--- src/rtl/cpu_mem_arbiter.sv ---
// Arbitrates the CPU instruction and data memory ports onto one shared
// physical-memory port, with a bounded-starvation guarantee for instruction fetch.
module cpu_mem_arbiter #(
    parameter int unsigned STARVE_LIMIT = 4,
    parameter int unsigned CNT_W        = 3
) (
    input  logic        clk,
    input  logic        rst,

    input  logic        inst_mem_read,
    input  logic [31:0] inst_mem_address,
    output logic [31:0] inst_mem_rdata,
    output logic        inst_mem_resp,

    input  logic        data_mem_read,
    input  logic        data_mem_write,
    input  logic [31:0] data_mem_address,
    input  logic [31:0] data_mem_wdata,
    input  logic [3:0]  data_mem_byte_enable,
    output logic [31:0] data_mem_rdata,
    output logic        data_mem_resp,

    output logic        pmem_read,
    output logic        pmem_write,
    output logic [31:0] pmem_address,
    output logic [31:0] pmem_wdata,
    output logic [3:0]  pmem_byte_enable,
    input  logic [31:0] pmem_rdata,
    input  logic        pmem_resp
);

    localparam int unsigned AW = 32;
    localparam int unsigned DW = 32;
    localparam int unsigned BW = 4;
    localparam logic [CNT_W-1:0] LIMIT = CNT_W'(STARVE_LIMIT);

    typedef enum logic [1:0] {
        IDLE    = 2'd0,
        SERVE_I = 2'd1,
        SERVE_D = 2'd2,
        DONE    = 2'd3
    } state_t;

    state_t           state;
    logic [CNT_W-1:0] starve_cnt;

    logic data_req;
    logic grant_d;
    logic grant_i;
    logic unused_addr_bits;

    // Data wins unless an instruction fetch has already waited STARVE_LIMIT grants.
    assign data_req = data_mem_read | data_mem_write;
    assign grant_d  = data_req && (!inst_mem_read || (starve_cnt < LIMIT));
    assign grant_i  = !grant_d && inst_mem_read;

    // Byte offsets are dropped: the shared port is word addressed.
    assign unused_addr_bits = ^{inst_mem_address[1:0], data_mem_address[1:0]};

    always_ff @(posedge clk) begin
        if (rst) begin
            state            <= IDLE;
            starve_cnt       <= '0;
            inst_mem_rdata   <= '0;
            inst_mem_resp    <= 1'b0;
            data_mem_rdata   <= '0;
            data_mem_resp    <= 1'b0;
            pmem_read        <= 1'b0;
            pmem_write       <= 1'b0;
            pmem_address     <= '0;
            pmem_wdata       <= '0;
            pmem_byte_enable <= '0;
        end else begin
            inst_mem_resp <= 1'b0;
            data_mem_resp <= 1'b0;

            case (state)
                IDLE: begin
                    if (grant_d) begin
                        state            <= SERVE_D;
                        pmem_address     <= {data_mem_address[AW-1:2], 2'b00};
                        pmem_wdata       <= data_mem_wdata;
                        // A simultaneous read and write is serviced as a write.
                        pmem_write       <= data_mem_write;
                        pmem_read        <= !data_mem_write;
                        pmem_byte_enable <= data_mem_write ? data_mem_byte_enable
                                                           : {BW{1'b1}};
                        if (!inst_mem_read) begin
                            starve_cnt <= '0;
                        end else if (starve_cnt < LIMIT) begin
                            starve_cnt <= starve_cnt + CNT_W'(1);
                        end
                    end else if (grant_i) begin
                        state            <= SERVE_I;
                        pmem_address     <= {inst_mem_address[AW-1:2], 2'b00};
                        pmem_wdata       <= '0;
                        pmem_write       <= 1'b0;
                        pmem_read        <= 1'b1;
                        pmem_byte_enable <= {BW{1'b1}};
                        starve_cnt       <= '0;
                    end
                end

                SERVE_I: begin
                    if (pmem_resp) begin
                        state          <= DONE;
                        pmem_read      <= 1'b0;
                        pmem_write     <= 1'b0;
                        inst_mem_rdata <= pmem_rdata;
                        inst_mem_resp  <= 1'b1;
                    end
                end

                SERVE_D: begin
                    if (pmem_resp) begin
                        state          <= DONE;
                        pmem_read      <= 1'b0;
                        pmem_write     <= 1'b0;
                        data_mem_rdata <= pmem_write ? DW'(0) : pmem_rdata;
                        data_mem_resp  <= 1'b1;
                    end
                end

                // One dead cycle so a request still held during its resp is not re-served.
                DONE: begin
                    state <= IDLE;
                end

                default: begin
                    state <= IDLE;
                end
            endcase
        end
    end

endmodule

--- config.mk ---
export PLATFORM = sky130hd
export DESIGN_NAME = cpu_mem_arbiter
export DESIGN_NICKNAME = d
export VERILOG_FILES = /design/src/rtl/cpu_mem_arbiter.sv
export SDC_FILE = /design/constraint.sdc
export NUM_CORES = 1
export LEC_CHECK = 0
export ABC_AREA = 1
export BUFFER_PORTS_ARGS = -buffer_cell sky130_fd_sc_hd__buf_2
export CORE_UTILIZATION = 46
export CTS_CLUSTER_SIZE = 20
export DETAILED_ROUTE_END_ITERATION = 7
export GPL_TIMING_DRIVEN = 0
export MAX_ROUTING_LAYER = met4
export PLACE_DENSITY = 0.8
export SYNTH_ARGS = -nofsm -noshare
export SYNTH_HDL_FRONTEND = slang
export SYNTH_SLANG_ARGS = --single-unit
--- constraint.sdc ---
create_clock -name clk -period 2.24 [get_ports clk]
set_clock_uncertainty 0.15 [all_clocks]
set_input_delay 0.448 -clock clk [delete_from_list [all_inputs] [get_ports clk]]
set_output_delay 0.448 -clock clk [all_outputs]
set_load 0.005 [all_outputs]
Word level (Yosys, flattened, before mapping)
Index checks and enable logic that the tools add are counted.
{"block": "word_totals", "ff_bits": 141, "inputBits": 138, "output_inout_bits": 136}
{"block": "classes", "n_addsub": 1, "magnitude_cmp": 1, "n_eq_ne": 6, "n_mux": 24, "n_bitwise": 3, "reduce_logical": 18}
{"cell": "two-way mux 32 bit", "n": 5}
{"cell": "two-way mux 3 bit", "n": 4}
{"cell": "two-way mux 4 bit", "n": 3}
{"cell": "AND reduction 2 bit", "n": 4}
{"cell": "two-way mux 1 bit", "n": 6}
{"cell": "two-way mux 2 bit", "n": 3}
{"cell": "case mux 2 bit (3 select lines)", "n": 1}
{"cell": "AND reduction 3 bit", "n": 2}
{"cell": "OR reduction 2 bit", "n": 3}
{"cell": "== test 2 bit (second input constant)", "n": 2}
{"cell": "case mux 1 bit (2 select lines)", "n": 2}
{"cell": "nonzero test 2 bit", "n": 2}
{"cell": "adder 3 x 1 -> 3 bit (second input constant)", "n": 1}
{"cell": "zero test 1 bit", "n": 3}
{"cell": "less-than comparator 3 bit (second input constant)", "n": 1}
{"cell": "inequality test 3 x 2 -> 1 bit (second input constant)", "n": 1}
{"cell": "inequality test 3 bit (second input constant)", "n": 1}
{"cell": "== test 2 x 1 -> 1 bit (second input constant)", "n": 1}
{"cell": "logical AND 1 bit", "n": 2}
{"cell": "zero test 2 bit", "n": 1}
{"cell": "inequality test 2 x 1 -> 1 bit (second input constant)", "n": 1}
{"cell": "inverter 1 bit", "n": 2}
{"cell": "logical OR 1 bit", "n": 1}
{"cell": "OR 1 bit", "n": 1}

Longest topological paths before layout
{"block": "depth", "ltp_word": 8, "mapped_depth": 8, "depth_no_buf": 8}

Least setup slack after synthesis
OpenSTA, ideal clock, no wires.
{"block": "synth_path", "kind": "register -> register", "from": "register state[0]", "to": "register pmem_wdata[1]", "setup_ns": 0.070, "arrival_time_ns": 1.344, "required_ns": 2.020, "slack_ns": 0.676, "stages_incl_launch_ff": 8, "path_cell_list": "dfxtp_1 > inv_1 > ha_1 > a21boi_4 > buf_4 > buf_4 > nand3_1 > a21oi_1"}
{"block": "synth_via", "elab_chain_len": 2}
{"element": "start, declared", "line_no": "44", "source": "state_t state;"}
{"element": "start signal, assigned", "line_no": "62", "source": "state <= IDLE;"}
{"element": "start signal, assigned", "line_no": "80", "source": "state <= SERVE_D;"}
{"element": "start signal, assigned", "line_no": "94", "source": "state <= SERVE_I;"}
{"element": "zero test 2 bit", "line_no": "77", "source": "case (state)"}
{"element": "AND reduction 2 bit (no source line)"}
{"element": "end signal, assigned", "line_no": "82", "source": "pmem_wdata <= data_mem_wdata;"}
{"element": "end, declared", "line_no": "26", "source": "output logic [31:0] pmem_wdata,"}
No other way between the ends.
A chain may end at the register's enable or synchronous reset.

Final worst setup path
{"block": "layout_path", "from": "register state[0]", "to": "register data_mem_rdata[7]"}
{"block": "layout_via", "elab_chain_len": 2}
{"element": "== test 2 bit", "line_no": "77"}
{"element": "AND reduction 2 bit (no source line)"}
{"element": "end signal, assigned", "line_no": "119", "source": "data_mem_rdata <= pmem_write ? DW'(0) : pmem_rdata;"}
{"element": "end, declared", "line_no": "20", "source": "output logic [31:0] data_mem_rdata,"}
No other way between the ends.

==> metrics.md <==
| Metric | Value |
|---|---|
| Detailed placement HPWL | `12000 um` |
| Post-synthesis adder-cell area fraction | `1.35%` |
| Psw | `between 3 and 4 mW` |
| # placed instances | `approximately 1200` |
| DR top layer | `met4` |
| CP delay by family, top | `simple AND/OR/NAND/NOR gates` |
| Sequential power share | `34.7%` |
| Global-route wire length before repair | `between 20000 and 30000 um` |
| Die area | `between 0.01 and 0.015 mm2` |
| Mean Syn Cell Area | `between 7 and 8 um2` |
| Grt ovf | `0` |
| Hold buffer count at cts | `0` |
| Setup violations, final | `0` |
| Top-area cell type share of the netlist area | `50.1%` |
| Post-Route WL | `16300 um` |
| Logic pwr share | `32.5%` |
| Skew-Pair Late Insertion Delay | `0.41 ns` |
| Yosys top cell by area | `dfxtp_1` |
| Max-slew violations | `0` |
| Largest family of logic cells by synthesized area | `simple AND/OR/NAND/NOR gates` |
| Simple-gate portion of the synthesized area | `between 30% and 40%` |
| Layout area overhead | `39.4%` |
| Layout cells sized above 1 | `31.2%` |
| Number of synthesized register bits | `roughly 140` |
| Relative slew margins | `66.3%` |
| Layout Nets | `1199` |
| Total CTS buffers | `17` |
| Worst setup SP type | `flop` |
| WL met3 | `889 um` |
| Post-synth ARST share | `0%` |
| Number of synthesized flops with an enable pin | `0` |
| IO Port Bufs | `between 200 and 300` |
| Global Route Usage Sum | `27.6%` |
| Die H | `approximately 110 um` |
| Chip width | `112 um` |
| Setup Buffers After CTS | `0` |
| Synth Area in Compound Gates | `10.1%` |
| Net Sw Frac | `33.5%` |
| DRT antenna net count | `0` |
| Pwr dens | `1240 mW/mm2` |
| TritonCTS clock tree | `done` |
| Wire length on met2 | `7920 um` |
| Num Clock Sinks | `between 100 and 150` |
| Fmax achieved | `514 MHz` |
| Fin crit period | `1.95 ns` |
| Initial antenna violation count | `0` |
| Worst VDD drop | `about 0.00074 V` |
| Buffers and inverters on the worst path | `2` |
| Status | `finished with violations` |
| M1 wire length | `7010 um` |
| Root Buffer | `clkbuf_16` |
| FP Rows | `39` |
| Crit path capture type | `flop` |
| RSZ-0062 raised after global routing | `false` |
| Synth warn | `0` |
| CTS HTree Levels | `4` |
| Total negative slack | `0 ns` |
| Vias | `6000` |
| Multiplexer share of the synthesized area | `0%` |
| Clock power frac | `32.8%` |
| Fin cells | `1211` |
| Top-count cell post-synth | `nor2_1` |
| Clock slew at reported path FFs | `about 0.06 ns` |
| Xor/xnor cell area share of the yosys netlist | `0%` |
| Starting Density | `48.0%` |
| Core box area | `~0.012 mm2` |
| Critical Path Slowest Stage Cell | `clkbuf_1` |
| Netlist Area Pre-Place | `roughly 0.0056 mm2` |
| Register area share after synthesis | `50.1%` |
| Arr. time, crit path | `~2.2 ns` |
| N_diodes | `0` |
| RD Place Congestion | `0.870` |
| # DRC | `16` |
| Max stage delay on crit path | `0.41 ns` |
| Worst path most repeated cell | `nand2_1` |
| 1st-iter DRT viols | `450` |
| Data required, critical path | `2.44 ns` |
| Commonest cells in the netlist | `nor2_1 (163), nand2_1 (147), dfxtp_1 (139)` |
| Worst-margin pin slew | `between 0.5 and 0.6 ns` |
| Fin crit share | `approximately 87%` |
| Most used DFF post-synth | `dfxtp_1` |
| Hold Path Class | `input pin to flop` |
| Drt via density | `4.95` |
| Internal power | `6.37 mW` |
| Largest net degree at the start of global routing | `17` |
| Cells along the critical path | `inv_1 > ha_1 > nand2_1 > nor2_2 > clkbuf_1 > nand3_1 > nand2_1` |
| Max Cap Violations | `0` |
| Distinct cells, synth | `20` |
| Number of global-route vias before repair | `5758` |
| Cell count after synthesis | `769` |
| DR WL/cell | `between 10 and 15 um` |
| Critical Path Fanout Max | `10` |
| Final Hold Viols | `0` |
| Worst setup path category | `flop to flop` |
| Pleak | `4.10 nW` |
| Clock Path Buffers | `2` |
| Failing checks | `design-rule violations` |
| Fin area | `0.00774 mm2` |
| I/O pin cnt | `274` |
| Drt pass-1 iters | `6` |
| Fillers | `around 1000` |
| Placed Area | `around 0.0071 mm2` |
| Top post-synthesis cells by area | `dfxtp_1 (50%), nor2_1 (11%), nand2_1 (9.9%)` |
## final cells by class
class / count / area [um2] / area share (%)
Multi-Input combinational cell: 534 / 2360 / 30.5
Buffer: 55 / 260 / 3.36
Tap cell: 143 / 179 / 2.31
Timing Repair Buffer: 266 / 1330 / 17.2
Sequential cell: 139 / 2780 / 36.0
Inverter: 42 / 158 / 2.04
Clock buffer: 21 / 480 / 6.21
Clock inverter: 11 / 188 / 2.43
## power groups by stage
stage                     sequential (mW)  combinational [mW]  clock [mW]
after floorplan                      3.42                1.83           0
after global placement               3.35                3.06           0
after detailed placement             3.36                3.10           0
after CTS                            3.33                3.13        3.17
after global routing                 3.39                3.52        3.28
final                                3.33                3.11        3.14
## placed cells by master (no fill, tap or decap), types with 2 or more instances in the layout
cell       count
a21oi_1       39
buf_1          2
buf_2        285
buf_4          8
bufinv_16      5
clkbuf_1      26
clkbuf_16     17
clkbuf_8       4
clkinv_2       4
conb_1         2
dfxtp_1      139
ha_1           6
inv_1         39
inv_2          3
nand2_1      147
nand3_1      100
nand4_1        4
nor2_1       162
nor2_2         2
o21ai_0       68
## final timing paths
check | depth (start not counted) | from | endpoint | slack (ns)
max reg2reg | 7 | state[0]$_SDFFE_PP0P_ | data_mem_rdata[7]$_SDFFE_PP0P_ | 0.29
max | 7 | state[0]$_SDFFE_PP0P_ | data_mem_rdata[7]$_SDFFE_PP0P_ | 0.29
min | 3 | pmem_rdata[2] | data_mem_rdata[2]$_SDFFE_PP0P_ | 0.11
min reg2reg | 2 | pmem_wdata[28]$_SDFFE_PP0P_ | pmem_wdata[28]$_SDFFE_PP0P_ | 0.31
## logic make-up after synthesis
| kind of cell | after synthesis |
|---|---|
| AND/OR/NAND/NOR | 417 |
| flip-flops | 139 |
| AO/OA/AOI/OAI | 109 |
| buffers and inverters | 97 |
| adder cells (fa/ha/maj) | 6 |
| other | 1 |
## worst min-delay path, cell delays in order
cell and delay [ns]:
buf_2 0.08, nand3_1 0.06, nand2_1 0.05
## what timing repair did
action                                 CTS  global route
endpoints found under the hold margin    0             0
setup endpoints to repair                0             4
gates resized for setup                  0             1
## per-layer routing
layer  up-vias  track usage, %
met2       205            45.2
met4         0            13.7
met1      2722            32.0
li1       3031               -
met5         -               -
met3        42            5.72
## stage by stage
stage / util (%) / setup slack (ns) / power [mW] / hold WS [ns]
2_1_floorplan: - / 0.676 / 5.25 / 0.289
3_3_place_gp: 61.1 / 0.183 / 6.41 / 0.298
3_5_place_dp: 61.1 / 0.204 / 6.46 / 0.302
4_1_cts: 66.9 / 0.144 / 9.63 / 0.0953
5_1_grt: 66.9 / 0.122 / 10.2 / 0.109
6_report: 66.9 / 0.293 / 9.58 / 0.110
## flip-flops by register name, summed over array words and instances, names as in the netlist
register and count:
pmem_write 1, starve_cnt 3, state 2, pmem_read 1, pmem_address 30, pmem_byte_enable 4
data_mem_rdata 32, inst_mem_resp 1, pmem_wdata 32, inst_mem_rdata 32, data_mem_resp 1
(Power assumes the default switching activity.)
